==> src/rtl/align_ctrl_if.sv <==
// Stream and aligner signal bundle for align_ctrl.
// master = producers + aligner side, slave = the sequencer.
interface align_ctrl_if #(
    parameter int DW = 32
);
    logic [DW-1:0] a_data;
    logic          a_valid;
    logic          a_ready;
    logic [DW-1:0] b_data;
    logic          b_valid;
    logic          b_ready;
    logic [DW-1:0] x_i1;
    logic [DW-1:0] x_i2;
    logic          write;
    logic          al_dv;
    logic          al_done;

    modport master (
        output a_data, a_valid, b_data, b_valid, al_dv, al_done,
        input  a_ready, b_ready, x_i1, x_i2, write
    );

    modport slave (
        input  a_data, a_valid, b_data, b_valid, al_dv, al_done,
        output a_ready, b_ready, x_i1, x_i2, write
    );
endinterface

==> src/rtl/align_ctrl.sv <==
// Two-stream align buffer sequencer: pairs A/B words into aligner writes, frames and drain checks.
// Optional watchdog on WAIT/DRAIN enabled by defining ALIGN_CTRL_TIMEOUT_EN.
module align_ctrl #(
    parameter int ROMSIZE = 2,
    parameter int DW      = 32,
    parameter int FW      = 16
) (
    input  logic          clk,
    input  logic          rst,
    input  logic          start,
    input  logic [FW-1:0] nframes,
    align_ctrl_if.slave   bus,
    output logic          busy,
    output logic [FW-1:0] frame_cnt,
    output logic          sess_done,
    output logic          err
);

    typedef enum logic [1:0] {IDLE, LOAD, WAIT, DRAIN} state_t;

    localparam logic [4:0] LAST_PAIR = 5'(ROMSIZE - 1);
    localparam logic [5:0] BURST_LEN = 6'(2 * ROMSIZE);

    state_t        state;
    logic [FW-1:0] nframes_q;
    logic [4:0]    pair_cnt;
    logic [5:0]    burst_cnt;
    logic [DW-1:0] x1_q;
    logic [DW-1:0] x2_q;
    logic          write_q;
    logic          xfer;
    logic [FW-1:0] frame_nxt;

    // A stream is only offered ready when its partner can complete the pair.
    assign bus.a_ready = (state == LOAD) && bus.b_valid;
    assign bus.b_ready = (state == LOAD) && bus.a_valid;
    assign xfer        = (state == LOAD) && bus.a_valid && bus.b_valid;
    assign frame_nxt   = frame_cnt + FW'(1);

    assign bus.x_i1  = x1_q;
    assign bus.x_i2  = x2_q;
    assign bus.write = write_q;

`ifdef ALIGN_CTRL_TIMEOUT_EN
    logic [15:0] wd;
    logic        wd_hold;

    // True while the FSM will stay in WAIT/DRAIN this cycle.
    assign wd_hold = ((state == WAIT)  && !bus.al_done) ||
                     ((state == DRAIN) &&  bus.al_done);
`endif

    // NOTE: all state below uses non-blocking assignments so every register samples pre-edge values.
    always_ff @(posedge clk or posedge rst) begin
        if (rst) begin
            state     <= IDLE;
            nframes_q <= '0;
            pair_cnt  <= '0;
            burst_cnt <= '0;
            x1_q      <= '0;
            x2_q      <= '0;
            write_q   <= 1'b0;
            busy      <= 1'b0;
            frame_cnt <= '0;
            sess_done <= 1'b0;
            err       <= 1'b0;
`ifdef ALIGN_CTRL_TIMEOUT_EN
            wd        <= '0;
`endif
        end else begin
            // NOTE: strobes default low each cycle so any branch that raises them yields a one-cycle pulse.
            write_q   <= 1'b0;
            sess_done <= 1'b0;

            case (state)
                IDLE: begin
                    if (start && (nframes != '0)) begin
                        nframes_q <= nframes;
                        frame_cnt <= '0;
                        pair_cnt  <= '0;
                        burst_cnt <= '0;
                        err       <= 1'b0;
                        busy      <= 1'b1;
                        state     <= LOAD;
                    end
                end

                LOAD: begin
                    if (xfer) begin
                        x1_q    <= bus.a_data;
                        x2_q    <= bus.b_data;
                        write_q <= 1'b1;
                        if (pair_cnt == LAST_PAIR) begin
                            pair_cnt <= '0;
                            state    <= WAIT;
                        end else begin
                            pair_cnt <= pair_cnt + 5'd1;
                        end
                    end
                end

                WAIT: begin
                    if (bus.al_done) state <= DRAIN;
                end

                DRAIN: begin
                    if (!bus.al_done) begin
                        if (burst_cnt != BURST_LEN) err <= 1'b1;
                        burst_cnt <= '0;
                        frame_cnt <= frame_nxt;
                        if (frame_nxt == nframes_q) begin
                            sess_done <= 1'b1;
                            busy      <= 1'b0;
                            state     <= IDLE;
                        end else begin
                            state <= LOAD;
                        end
                    end else if (bus.al_dv) begin
                        burst_cnt <= burst_cnt + 6'd1;
                    end
                end

                default: state <= IDLE;
            endcase

`ifdef ALIGN_CTRL_TIMEOUT_EN
            // Watchdog overrides the case above when the aligner never finishes.
            if (wd_hold) begin
                if (wd == 16'hFFFF) begin
                    wd        <= '0;
                    err       <= 1'b1;
                    sess_done <= 1'b1;
                    busy      <= 1'b0;
                    pair_cnt  <= '0;
                    burst_cnt <= '0;
                    state     <= IDLE;
                end else begin
                    wd <= wd + 16'd1;
                end
            end else begin
                wd <= '0;
            end
`endif
        end
    end

endmodule

==> src/flat_wrapper.sv <==
// flat-port wrapper written by rule: the top's interface ports become plain ports
module align_ctrl_flat 
#(
    parameter int ROMSIZE = 2,
    parameter int DW      = 32,
    parameter int FW      = 16
)
  (clk, rst, start, nframes, busy, frame_cnt, sess_done, err, bus_a_data, bus_a_valid, bus_b_data, bus_b_valid, bus_al_dv, bus_al_done, bus_a_ready, bus_b_ready, bus_x_i1, bus_x_i2, bus_write);
  align_ctrl_if #(.DW(DW)) bus_i ();
  input  logic clk;
  input  logic rst;
  input  logic start;
  input  logic [FW-1:0] nframes;
  output logic busy;
  output logic [FW-1:0] frame_cnt;
  output logic sess_done;
  output logic err;
  input wire logic [$bits(bus_i.a_data)-1:0] bus_a_data;
  input wire logic [$bits(bus_i.a_valid)-1:0] bus_a_valid;
  input wire logic [$bits(bus_i.b_data)-1:0] bus_b_data;
  input wire logic [$bits(bus_i.b_valid)-1:0] bus_b_valid;
  input wire logic [$bits(bus_i.al_dv)-1:0] bus_al_dv;
  input wire logic [$bits(bus_i.al_done)-1:0] bus_al_done;
  output wire logic [$bits(bus_i.a_ready)-1:0] bus_a_ready;
  output wire logic [$bits(bus_i.b_ready)-1:0] bus_b_ready;
  output wire logic [$bits(bus_i.x_i1)-1:0] bus_x_i1;
  output wire logic [$bits(bus_i.x_i2)-1:0] bus_x_i2;
  output wire logic [$bits(bus_i.write)-1:0] bus_write;
  assign bus_i.a_data = bus_a_data;
  assign bus_i.a_valid = bus_a_valid;
  assign bus_i.b_data = bus_b_data;
  assign bus_i.b_valid = bus_b_valid;
  assign bus_i.al_dv = bus_al_dv;
  assign bus_i.al_done = bus_al_done;
  assign bus_a_ready = bus_i.a_ready;
  assign bus_b_ready = bus_i.b_ready;
  assign bus_x_i1 = bus_i.x_i1;
  assign bus_x_i2 = bus_i.x_i2;
  assign bus_write = bus_i.write;
  align_ctrl #(.ROMSIZE(ROMSIZE), .DW(DW), .FW(FW)) u_core (.clk(clk), .rst(rst), .start(start), .nframes(nframes), .bus(bus_i), .busy(busy), .frame_cnt(frame_cnt), .sess_done(sess_done), .err(err));
endmodule
==> config.mk <==
export PLATFORM = sky130hd
export DESIGN_NAME = align_ctrl_flat
export DESIGN_NICKNAME = d
export VERILOG_FILES = /design/src/rtl/align_ctrl_if.sv /design/src/rtl/align_ctrl.sv /design/src/flat_wrapper.sv
export SDC_FILE = /design/constraint.sdc
export NUM_CORES = 1
export LEC_CHECK = 0
export CORE_MARGIN = 1
export CORE_UTILIZATION = 40
export CTS_CLUSTER_DIAMETER = 80
export DETAILED_ROUTE_END_ITERATION = 6
export GPL_TIMING_DRIVEN = 0
export PLACE_DENSITY = 0.81
export SLEW_MARGIN = 20
export SYNTH_ARGS = -nofsm -noshare
export SYNTH_HDL_FRONTEND = slang
export SYNTH_SLANG_ARGS = --single-unit
==> constraint.sdc <==
create_clock -name clk -period 5.3 [get_ports clk]
set_input_delay 1.06 -clock clk [delete_from_list [all_inputs] [get_ports clk]]
set_output_delay 1.06 -clock clk [all_outputs]
set_load 0.01 [all_outputs]
==> Yosys cells after proc, flatten, opt, wreduce, memory -nomap -nowiden <==
Cells that the tools add are included.
W data, S select, Z words.
{ "classes": {"n_addsub": 3, "n_reduce_logical": 16, "n_mux": 31, "n_eq_ne": 14} }
{ "ops": {"columns": ["op", "n"], "rows": [
  ["$mux W16", 2],
  ["$pmux W16 S2", 1],
  ["$mux W6", 3],
  ["$add A16 B1 Y16 const B", 1],
  ["$eq A16 B16 Y1", 1],
  ["$reduce_bool A16 Y1", 1],
  ["$mux W5", 3],
  ["$mux W1", 12],
  ["$pmux W6 S2", 1],
  ["$mux W2", 5],
  ["$pmux W5 S2", 1],
  ["$reduce_and A3 Y1", 3],
  ["$ne A2 B1 Y1 const B", 4],
  ["$pmux W2 S4", 1],
  ["$reduce_and A4 Y1", 2],
  ["$add A6 B1 Y6 const B", 1],
  ["$ne A2 B2 Y1 const B", 3],
  ["$ne A6 B3 Y1 const B", 1],
  ["$add A5 B1 Y5 const B", 1],
  ["$eq A5 B1 Y1 const B", 1],
  ["$reduce_and A5 Y1", 1],
  ["$eq A2 B2 Y1 const B", 2],
  ["$logic_and A1 B1 Y1", 4],
  ["$pmux W1 S2", 2],
  ["other kinds (5)", 7]
]} }
{ "word_totals": {"wordCells": 75, "output_inout_bits": 86, "inputBits": 87, "regBits": 113} }

==> Logic depth before layout (Yosys ltp) <==
Gate-level depths: netlist of run 1.
{ "depth": {"word_depth": 5, "depth_mapped": 8, "mapped_depth_nobuf": 8} }

==> Worst setup path after synthesis of run 1 <==
Ideal clock, no wire load.
{ "synth_timing": {"path_type": "input -> register", "from": "input port nframes[2]", "to": "register u_core.nframes_q[0]", "cell_stages": 6, "t_required_ns": 5.175, "path_slack_ns": 2.630, "t_arrival_ns": 2.545, "cell_sequence": "nor4_1 a41oi_1 nand2_1 buf_2 buf_1 mux2_2"} }
{ "synth_between": {"elab_chain_cells": 3} }
{ "synth_lines": {"columns": ["item", "line", "source"], "rows": [
  ["from (decl)", "flat_wrapper.sv:13", "input logic [FW-1:0] nframes;"],
  ["$reduce_bool A16 Y1", "align_ctrl.sv:77", "if (start && (nframes != '0)) begin"],
  ["$logic_and A1 B1 Y1", "align_ctrl.sv:77", null],
  ["$reduce_and A2 Y1 (no source line)", null, null],
  ["to (signal assigned)", "align_ctrl.sv:78", "nframes_q <= nframes;"],
  ["to (decl)", "align_ctrl.sv:25", "logic [FW-1:0] nframes_q;"]
]} }
No other way between the ends.
A chain may end at the register's enable or synchronous reset.

==> Final worst setup path of run 1 <==
{ "layout_timing": {"from": "input port nframes[10]", "to": "register u_core.frame_cnt[5]"} }
{ "layout_between": {"elab_chain_cells": 4} }
{ "layout_lines": {"columns": ["item", "line", "source"], "rows": [
  ["$reduce_bool A16 Y1", "align_ctrl.sv:77", null],
  ["$logic_and A1 B1 Y1", "align_ctrl.sv:77", null],
  ["$ne A2 B1 Y1 (no source line)", null, null],
  ["$reduce_and A3 Y1 (no source line)", null, null],
  ["to (signal assigned)", "align_ctrl.sv:110", "frame_cnt <= frame_nxt;"],
  ["to (decl)", "align_ctrl.sv:14", "output logic [FW-1:0] frame_cnt,"]
]} }
No other way between the ends.

==> flow_metrics.tcl, run 1 <==
set metrics [dict create \
    vias_per_cell 5.10 \
    antenna_found_initial 0 \
    area_growth_pct 49.1 \
    cellPowerDensity_nw_per_um2 545 \
    reg2reg_slack_ns 2.48 \
    p_int_mw 2.96 \
    yosysWarnings 0 \
    clkPwrFrac_pct 28.3 \
    grt_max_degree 62 \
    post-route-period-util_pct 65.7 \
    ys_seq_area_share_pct 53.3 \
    combPwrFrac_pct 38.7 \
    cp-start-kind "input port" \
    required_ns 5.60 \
    skew_ns 0.00966 \
    grt_pass1_wl_um 21600 \
    die_w_um 117 \
    layout-drive-gt1-share_pct 20.1 \
    syn_area_per_cell_um2 12.0 \
    path_clk_slew_ns 0.05 \
    status "finished clean" \
    start_util_pct 41.5 \
    place_congestion 0.881 \
    critPathKind "in -> reg" \
    post_cts_resized 0 \
    layout_min_cycle_time_ns 3.48 \
    rows 41 \
    yosysUniqueCellTypes 55 \
    firstDrtPassIters 4 \
    core_um2 12800 \
    post_cts_buffers 0 \
    hold_viol 0 \
    wirelength_um 13400 \
    hold_class "reg -> reg" \
    relSlewSlack_pct 37.9 \
    num_vias 4183 \
    wl_per_cell_um 16.4 \
    async_reset_ff_share_pct 100 \
    netlist_area_um2 5310 \
    final_nets 732 \
    final_max_slew_viol_count 0 \
    seqPwrFrac_pct 33.1 \
    max_clock_freq_ghz 0.287 \
    crit_arrival_ns 3.79 \
    fillers 1025 \
    grt_use_total_pct 21.0 \
    swShare_pct 31.4 \
    cts-root-buf "clkbuf_16" \
    synthFlopType "dfrtp_1" \
    io_pins 173 \
    drc_errors 0 \
    dr.first_iter.drc_count 201 \
    num_antenna_cells 0 \
    grt_pass1_vias 4371 \
    critPathMaxFanout 10 \
    cts_tree "done" \
    grt_overflow 0 \
    synth-edff-count 0 \
    ys_seq_elements 113 \
    crit_path_end_kind "flip-flop" \
    cap_violations 0 \
    die_h_um 117 \
    vdd_drop_max_uv 416 \
    netSwitchingPower_mw 1.35 \
    clk-insertion-delay-late_ns 0.41 \
    tns_ns 0 \
    synth_nets 540 \
    fin_area_um2 7910 \
    portBuffers 172 \
    placed_area_um2 7270 \
    clockBufferDepth 2 \
    setup_violations 0 \
    synth_cells 443 \
    place_hpwl_um 9940 \
    rsz0062_at_grt "false" \
    cts_sinks 113 \
    holdBufCountCts 0 \
    htreeDepth 4 \
    die_area_um2 13700 \
    p_leak_nw 3.27 \
    tightest_slew_ns 0.919 \
    numCtsBuffers 17 \
    ant_nets 0 \
]
[synth_stat cells, types with 9 or more instances]
cell | instances | area share, %
a21oi_1 | 10 | 0.94
clkbuf_1 | 18 | 1.3
dfrtp_1 | 113 | 53
ha_1 | 10 | 2.4
inv_1 | 14 | 0.99
mux2_2 | 82 | 17
nand2_1 | 22 | 1.6
nand3_1 | 13 | 1.2
nor2_1 | 14 | 0.99
o21ai_0 | 24 | 2.3
o31ai_1 | 9 | 1.3
xnor2_1 | 13 | 2.1
xor2_1 | 12 | 2.0
[critical path, cell delays in order]
cell	delay [ns]
clkdlybuf4s50_1	0.47
nor4_1	0.44
a41oi_1	0.39
nand2_1	0.21
a211o_1	0.14
clkbuf_1	0.38
clkbuf_1	0.41
o21ai_0	0.18
o31ai_1	0.10
[cells in the final DEF, fill, tap and decap left out, types with 2 or more instances in the layout]
cell,count
inv_1,13
or2_2,2
nand3_1,13
inv_6,5
and3_1,5
nor2_1,14
clkdlybuf4s50_1,172
o2111ai_1,2
clkinv_4,3
and2_1,7
o221ai_1,2
xor2_1,12
a21oi_1,10
clkbuf_16,17
a211o_1,2
clkinvlp_4,3
clkbuf_2,2
nand2_1,22
o31ai_1,9
nand2b_1,4
dfrtp_1,113
xnor2_1,13
a31oi_1,3
mux2_2,82
buf_2,3
o22ai_1,2
o41ai_1,2
ha_1,10
a211oi_1,3
mux2i_1,3
nor3_1,3
clkbuf_1,19
nand4_1,7
nor4_1,7
nor2b_1,6
bufinv_16,4
o21ai_0,24
[through the flow]
stage	util, %	hold WS (ns)	std cells	worst slack, ns	power, mW
6_report	61.9	0.504	820	1.82	4.31
5_1_grt	61.9	0.519	820	1.66	4.56
4_1_cts	61.9	0.509	820	1.79	4.35
2_1_floorplan	-	0.494	443	1.25	2.28
3_5_place_dp	56.9	0.489	788	1.41	3.11
3_3_place_gp	56.7	0.484	787	-0.255	3.04
[path summary, 6_finish.rpt]
| kind | end | startpoint | cells past startpoint |
|---|---|---|---|
| worst max-delay path | u_core.frame_cnt[5] | nframes[10] | 9 |
| worst min-delay path | u_core.bus.x_i2[17] | u_core.bus.x_i2[17] | 1 |
| worst max register to register | u_core.state[0] | u_core.frame_cnt[0] | 7 |
| worst min register to register | u_core.bus.x_i2[17] | u_core.bus.x_i2[17] | 1 |
| max in group asynchronous | u_core.bus.x_i2[23] | rst | 3 |
| min in group asynchronous | u_core.bus.x_i1[28] | rst | 2 |
[power by group through the flow]
| stage | Combinational [mW] | Clock, mW | Sequential (mW) |
|---|---|---|---|
| global route | 1.80 | 1.28 | 1.47 |
| finish | 1.67 | 1.22 | 1.43 |
| detailed placement | 1.67 | 0 | 1.44 |
| floorplan | 0.750 | 0 | 1.53 |
| global placement | 1.62 | 0 | 1.42 |
| CTS | 1.69 | 1.24 | 1.43 |
[layout make-up]
cell class                 count  area, um2  area share (%)
inverter                      14       57.6           0.728
multi-input combinational    292       2330            29.4
tap                          172        215            2.72
buffer                        24       96.3            1.22
clock inverter                14        204            2.58
clock buffer                  18        429            5.43
timing repair buffer         173       1750            22.1
sequential                   113       2830            35.8
[state kept, by name (all words and copies together), names as in the netlist]
signal and flops:
u_core.err 1, u_core.nframes_q 16, u_core.pair_cnt 5, u_core.bus.x_i1 32
u_core.state 2, u_core.burst_cnt 6, u_core.bus.write 1, u_core.sess_done 1
u_core.busy 1, u_core.frame_cnt 16, u_core.bus.x_i2 32
[metal layers]
metal | vias up | global-route usage [%] | wire, um
met2 | 150 | 36.6 | 6950
li1 | 1976 | - | -
met3 | 18 | 8.91 | 1030
met5 | - | 0 | 0
met1 | 2039 | 22.6 | 5200
met4 | 0 | 8.02 | 220
[cells by family after synthesis]
kind of cell             share of synthesized area [%]
AND/OR/NAND/NOR                                   11.5
flip-flops                                        53.3
buffers and inverters                             2.81
multiplexers                                      18.0
XOR/XNOR                                          4.13
AO/OA/AOI/OAI                                     7.97
adder cells (fa/ha/maj)                           2.36
Power figures use the tool's default switching activity.
==> inputs of run 2 (changes only) <==
--- a/config.mk
+++ b/config.mk
@@ -10,7 +10,7 @@
 export CTS_CLUSTER_DIAMETER = 80
 export DETAILED_ROUTE_END_ITERATION = 6
 export GPL_TIMING_DRIVEN = 0
-export PLACE_DENSITY = 0.81
+export PLACE_DENSITY = 0.84
 export SLEW_MARGIN = 20
 export SYNTH_ARGS = -nofsm -noshare
 export SYNTH_HDL_FRONTEND = slang
==> constraint.sdc (replaced) <==
create_clock -name clk -period 3.2 [get_ports clk]
set_input_delay 0.64 -clock clk [delete_from_list [all_inputs] [get_ports clk]]
set_output_delay 0.64 -clock clk [all_outputs]
set_load 0.01 [all_outputs]
==> run 2 against run 1 <==
Net effect: cell count up 0.24%; combinational power is 66% higher; design area hardly changed; sequential power up 66%; first-iteration DRC count grew 23%; critical path type unchanged; critical endpoint is now u_core.frame_cnt[7].
==> flow_metrics.tcl, run 2 (synthesis results as in run 1) <==
set metrics [dict create \
    grt_use_total_pct 21.9 \
    cap_violations 0 \
    num_antenna_cells 0 \
    numCtsBuffers 17 \
    dr.first_iter.drc_count 248 \
    setup_violations 0 \
    final_nets 734 \
    cts_sinks 113 \
    grt_max_degree 35 \
    pre_cts_slack_ns -0.217 \
    holdBufCountCts 0 \
    tightest_slew_ns 0.870 \
    finalPower_mw 7.02 \
    skew_ns 0.00599 \
    relSlewSlack_pct 41.2 \
    htreeDepth 4 \
    die_w_um 117 \
    post-route-period-util_pct 93.1 \
    firstDrtPassIters 4 \
    cts_tree "done" \
    whs_ns 0.504 \
    max_clock_freq_ghz 0.336 \
    critPathMaxFanout 10 \
    hold_viol 0 \
    grt_overflow 0 \
    crit_arrival_ns 3.28 \
    rsz0062_at_grt "false" \
    vias_per_cell 5.17 \
    clk-insertion-delay-late_ns 0.42 \
    final_common_cell "clkdlybuf4s50_1" \
    num_vias 4251 \
    cp-start-kind "input port" \
    cts-root-buf "clkbuf_16" \
    layout_min_cycle_time_ns 2.98 \
    grt_pass1_vias 4548 \
    grt_pass1_wl_um 22200 \
    die_area_um2 13700 \
    status "finished clean" \
    vdd_drop_max_uv 586 \
    area_growth_pct 48.9 \
    critPathKind "in -> reg" \
    p_leak_nw 3.26 \
    antenna_found_initial 0 \
    final_cell_mix "clkdlybuf4s50_1, dfrtp_1, mux2_2" \
    wirelength_um 13800 \
    post_cts_resized 0 \
    path_clk_slew_ns 0.06 \
    required_ns 3.50 \
    cellPowerDensity_nw_per_um2 889 \
    place_hpwl_um 10500 \
    place_congestion 0.921 \
    crit_path_end_kind "flip-flop" \
    wl_per_cell_um 16.8 \
    layout-drive-gt1-share_pct 20.5 \
    drc_errors 0 \
    hold_class "reg -> reg" \
    fin_ws_ns 0.221 \
    ant_nets 0 \
    portBuffers 172 \
    die_h_um 117 \
    final_max_slew_viol_count 0 \
    rows 41 \
    io_pins 173 \
    tns_ns 0 \
    post_cts_buffers 0 \
    core_um2 12800 \
    clockBufferDepth 2 \
    start_util_pct 41.5 \
]
-- run 2: cell types whose count changed in the layout (fill, tap and decap cells not counted), sizes merged --
cell,delta
clkinv,+4
inv,-3
buf,+2
bufinv,-2
clkinvlp,+2
clkbuf,-1
-- run 2: power by group --
group | switching, mW | internal [mW] | total [mW]
clock network | 0.709 | 1.15 | 1.86
registers | 0.383 | 2.00 | 2.38
logic | 1.18 | 1.59 | 2.78
total | 2.28 | 4.74 | 7.02
-- run 2: final timing paths --
path                                           from             endpoint  slack [ns]  cells after the start
worst max-delay path                    nframes[10]  u_core.frame_cnt[7]        0.22                      9
worst min-delay path             u_core.bus.x_i1[4]   u_core.bus.x_i1[4]        0.50                      1
worst max register to register  u_core.frame_cnt[0]      u_core.state[0]        0.46                      7
worst min register to register   u_core.bus.x_i1[4]   u_core.bus.x_i1[4]        0.50                      1
max in group asynchronous                       rst  u_core.frame_cnt[6]        1.77                      4
min in group asynchronous                       rst  u_core.bus.x_i2[18]        0.67                      2
-- run 2: cell type report --
cell class / count / area (um2)
buffer: 24 / 96.3
tap: 172 / 215
sequential: 113 / 2830
multi-input combinational: 292 / 2330
fill: 979 / 4870
inverter: 14 / 56.3
timing repair buffer: 175 / 1790
clock inverter: 15 / 161
clock buffer: 17 / 425
-- run 2: worst max-delay path: stages --
cell	delay [ns]
clkdlybuf4s50_1	0.47
nor4_1	0.43
a41oi_1	0.36
nand2_1	0.22
a211o_1	0.14
clkbuf_1	0.36
clkbuf_1	0.40
o21ai_0	0.16
o41ai_1	0.08
-- run 2: stage by stage --
stage	cells	cell area, um2	util, %
2_1_floorplan	443	5310	-
5_1_grt	822	7900	61.8
4_1_cts	822	7900	61.8
3_3_place_gp	787	7250	56.7
6_report	822	7900	61.8
3_5_place_dp	790	7310	57.3
-- run 2: layer usage --
metal	up-vias	routed length [um]	GRT usage, %
met3	29	1030	8.19
met5	-	0	0
met1	2091	5330	23.4
met2	153	7190	38.4
met4	0	288	10.1
li1	1978	-	-
==> inputs of run 3 (changes only) <==
--- a/config.mk
+++ b/config.mk
@@ -10,7 +10,7 @@
 export CTS_CLUSTER_DIAMETER = 80
 export DETAILED_ROUTE_END_ITERATION = 6
 export GPL_TIMING_DRIVEN = 0
-export PLACE_DENSITY = 0.84
+export PLACE_DENSITY = 0.82
 export SLEW_MARGIN = 20
 export SYNTH_ARGS = -nofsm -noshare
 export SYNTH_HDL_FRONTEND = slang
==> run 3 against run 2 <==
Net effect: global-route usage grew 0.39 points; clock skew grew 0.0056 ns; critical path depth is the same; worst setup slack gained 0.090 ns; first-iteration DRC count shrank 25%; total power grew 3.7%; cell count is the same; critical path type unchanged; highest routed layer unchanged.
==> flow_metrics.tcl, run 3 (synthesis results as in run 1) <==
set metrics [dict create \
    critPathMostFrequentCell "clkbuf_1" \
    die_area_um2 13700 \
    final_max_slew_viol_count 0 \
    start_util_pct 41.5 \
    fillers 953 \
    vdd_drop_max_uv 594 \
    grt_max_degree 35 \
    required_ns 3.51 \
    max_clock_freq_ghz 0.346 \
    numCtsBuffers 17 \
    path_delay_family "buffers and inverters" \
    wirelength_um 14100 \
    rows 41 \
    vias_per_cell 5.23 \
    core_um2 12800 \
    tightest_slew_ns 0.943 \
    final_nets 735 \
    p_int_mw 5.04 \
    cellPowerDensity_nw_per_um2 909 \
    setup_violations 0 \
    grt_pass1_vias 4627 \
    dr.first_iter.drc_count 187 \
    whs_ns 0.504 \
    relSlewSlack_pct 36.3 \
    combPwrFrac_pct 38.7 \
    hold_viol 0 \
    crit_path_end_kind "flip-flop" \
    multi_input_comb_area_um2 2340 \
    die_h_um 117 \
    layout_min_cycle_time_ns 2.89 \
    grt_overflow 0 \
    holdBufCountCts 0 \
    grt_use_total_pct 22.3 \
    slowest_stage "clkdlybuf4s50_1" \
    path_cells "clkdlybuf4s50_1 -> nor4_2 -> a41oi_2 -> nand2_1 -> a211o_1 -> clkbuf_1 -> clkbuf_1 -> o21ai_0 -> o31ai_1" \
    final_common_cell "clkdlybuf4s50_1" \
    area_growth_pct 51.1 \
    num_vias 4300 \
    cp-start-kind "input port" \
    num_antenna_cells 0 \
    rsz0062_at_grt "false" \
    path_buf_inv 3 \
    cts_tree "done" \
    cap_violations 0 \
    critPathMaxFanout 10 \
    post-route-period-util_pct 90.3 \
    critPathKind "in -> reg" \
    ant_nets 0 \
    cts-root-buf "clkbuf_16" \
    clkPwrFrac_pct 28.6 \
    io_pins 173 \
    drc_errors 0 \
    crit_arrival_ns 3.20 \
    cts_sinks 113 \
    p_leak_nw 3.32 \
    firstDrtPassIters 4 \
    place_congestion 0.946 \
    hold_class "reg -> reg" \
    swShare_pct 30.8 \
    antenna_found_initial 0 \
    cpPeakStageDelay_ns 0.47 \
    netSwitchingPower_mw 2.25 \
    die_w_um 117 \
    clk-insertion-delay-late_ns 0.42 \
    regArea_um2 2830 \
    skew_ns 0.0116 \
    path_clk_slew_ns 0.06 \
    htreeDepth 4 \
    wl_per_cell_um 17.2 \
    clockBufferDepth 2 \
    final_cell_mix "clkdlybuf4s50_1, dfrtp_1, mux2_2" \
    portBuffers 172 \
    status "finished clean" \
    finalPower_mw 7.28 \
    place_hpwl_um 10600 \
    seqPwrFrac_pct 32.7 \
    layout-drive-gt1-share_pct 20.6 \
    grt_pass1_wl_um 22600 \
]
[run 3: cell count changes in the layout (fill, tap and decap cells not counted)]
cell and change:
clkbuf_1 +1, buf_12 -1, nor4_1 -1, inv_6 -2, buf_16 +2, nor4_2 +1, a41oi_1 -1, a41oi_2 +1
clkinv_2 +1, clkbuf_8 +3, bufinv_16 +3, clkinvlp_4 -3, clkinv_4 -4
[run 3: layer usage]
| metal | vias up | wire, um | GRT usage [%] |
|---|---|---|---|
| met3 | 43 | 1250 | 9.68 |
| met5 | - | 0 | 0 |
| met4 | 0 | 572 | 14.3 |
| met2 | 164 | 7070 | 37.6 |
| li1 | 1977 | - | - |
| met1 | 2116 | 5240 | 22.7 |
[run 3: stage by stage]
stage          setup WS [ns]  instance area, um2  std cells  setup TNS (ns)  util (%)
3_3_place_gp          -0.350                7250        787           -6.23      56.7
2_1_floorplan          0.895                5310        443               0         -
4_1_cts               0.0531                8000        822               0      62.6
5_1_grt                0.121                8010        822               0      62.7
3_5_place_dp          -0.389                7350        791           -6.78      57.5
6_report               0.311                8010        822               0      62.7
[run 3: cell type report]
class / instances / area share, %
Clock inverter: 10 / 2.26
Timing Repair Buffer: 176 / 22.8
Multi-Input combinational cell: 292 / 29.2
Tap cell: 172 / 2.69
Inverter: 14 / 0.703
Clock buffer: 21 / 5.87
Buffer: 24 / 1.20
Sequential cell: 113 / 35.3
[run 3: power groups by stage]
stage	logic [mW]	registers, mW	clock network, mW
finish	2.82	2.38	2.08
global route	3.02	2.46	2.18
CTS	2.84	2.39	2.11
detailed placement	2.79	2.40	0
global placement	2.68	2.34	0
floorplan	1.24	2.53	0
[run 3: timing repair]
action | in CTS | in global routing
endpoints found under the setup margin | 0 | 4
setup buffers | 0 | 0
resized for setup | 0 | 2
endpoints found under the hold margin | 0 | 0
[run 3: final timing paths]
kind,startpoint,endpoint,slack (ns),cells after the start
min in group asynchronous,rst,u_core.bus.x_i1[22],0.61,2
worst min register to register,u_core.bus.x_i1[4],u_core.bus.x_i1[4],0.50,1
worst max-delay path,nframes[10],u_core.frame_cnt[8],0.31,9
max in group asynchronous,rst,u_core.frame_cnt[12],1.89,4
worst max register to register,u_core.frame_cnt[0],u_core.state[0],0.40,7
worst min-delay path,u_core.bus.x_i1[4],u_core.bus.x_i1[4],0.50,1
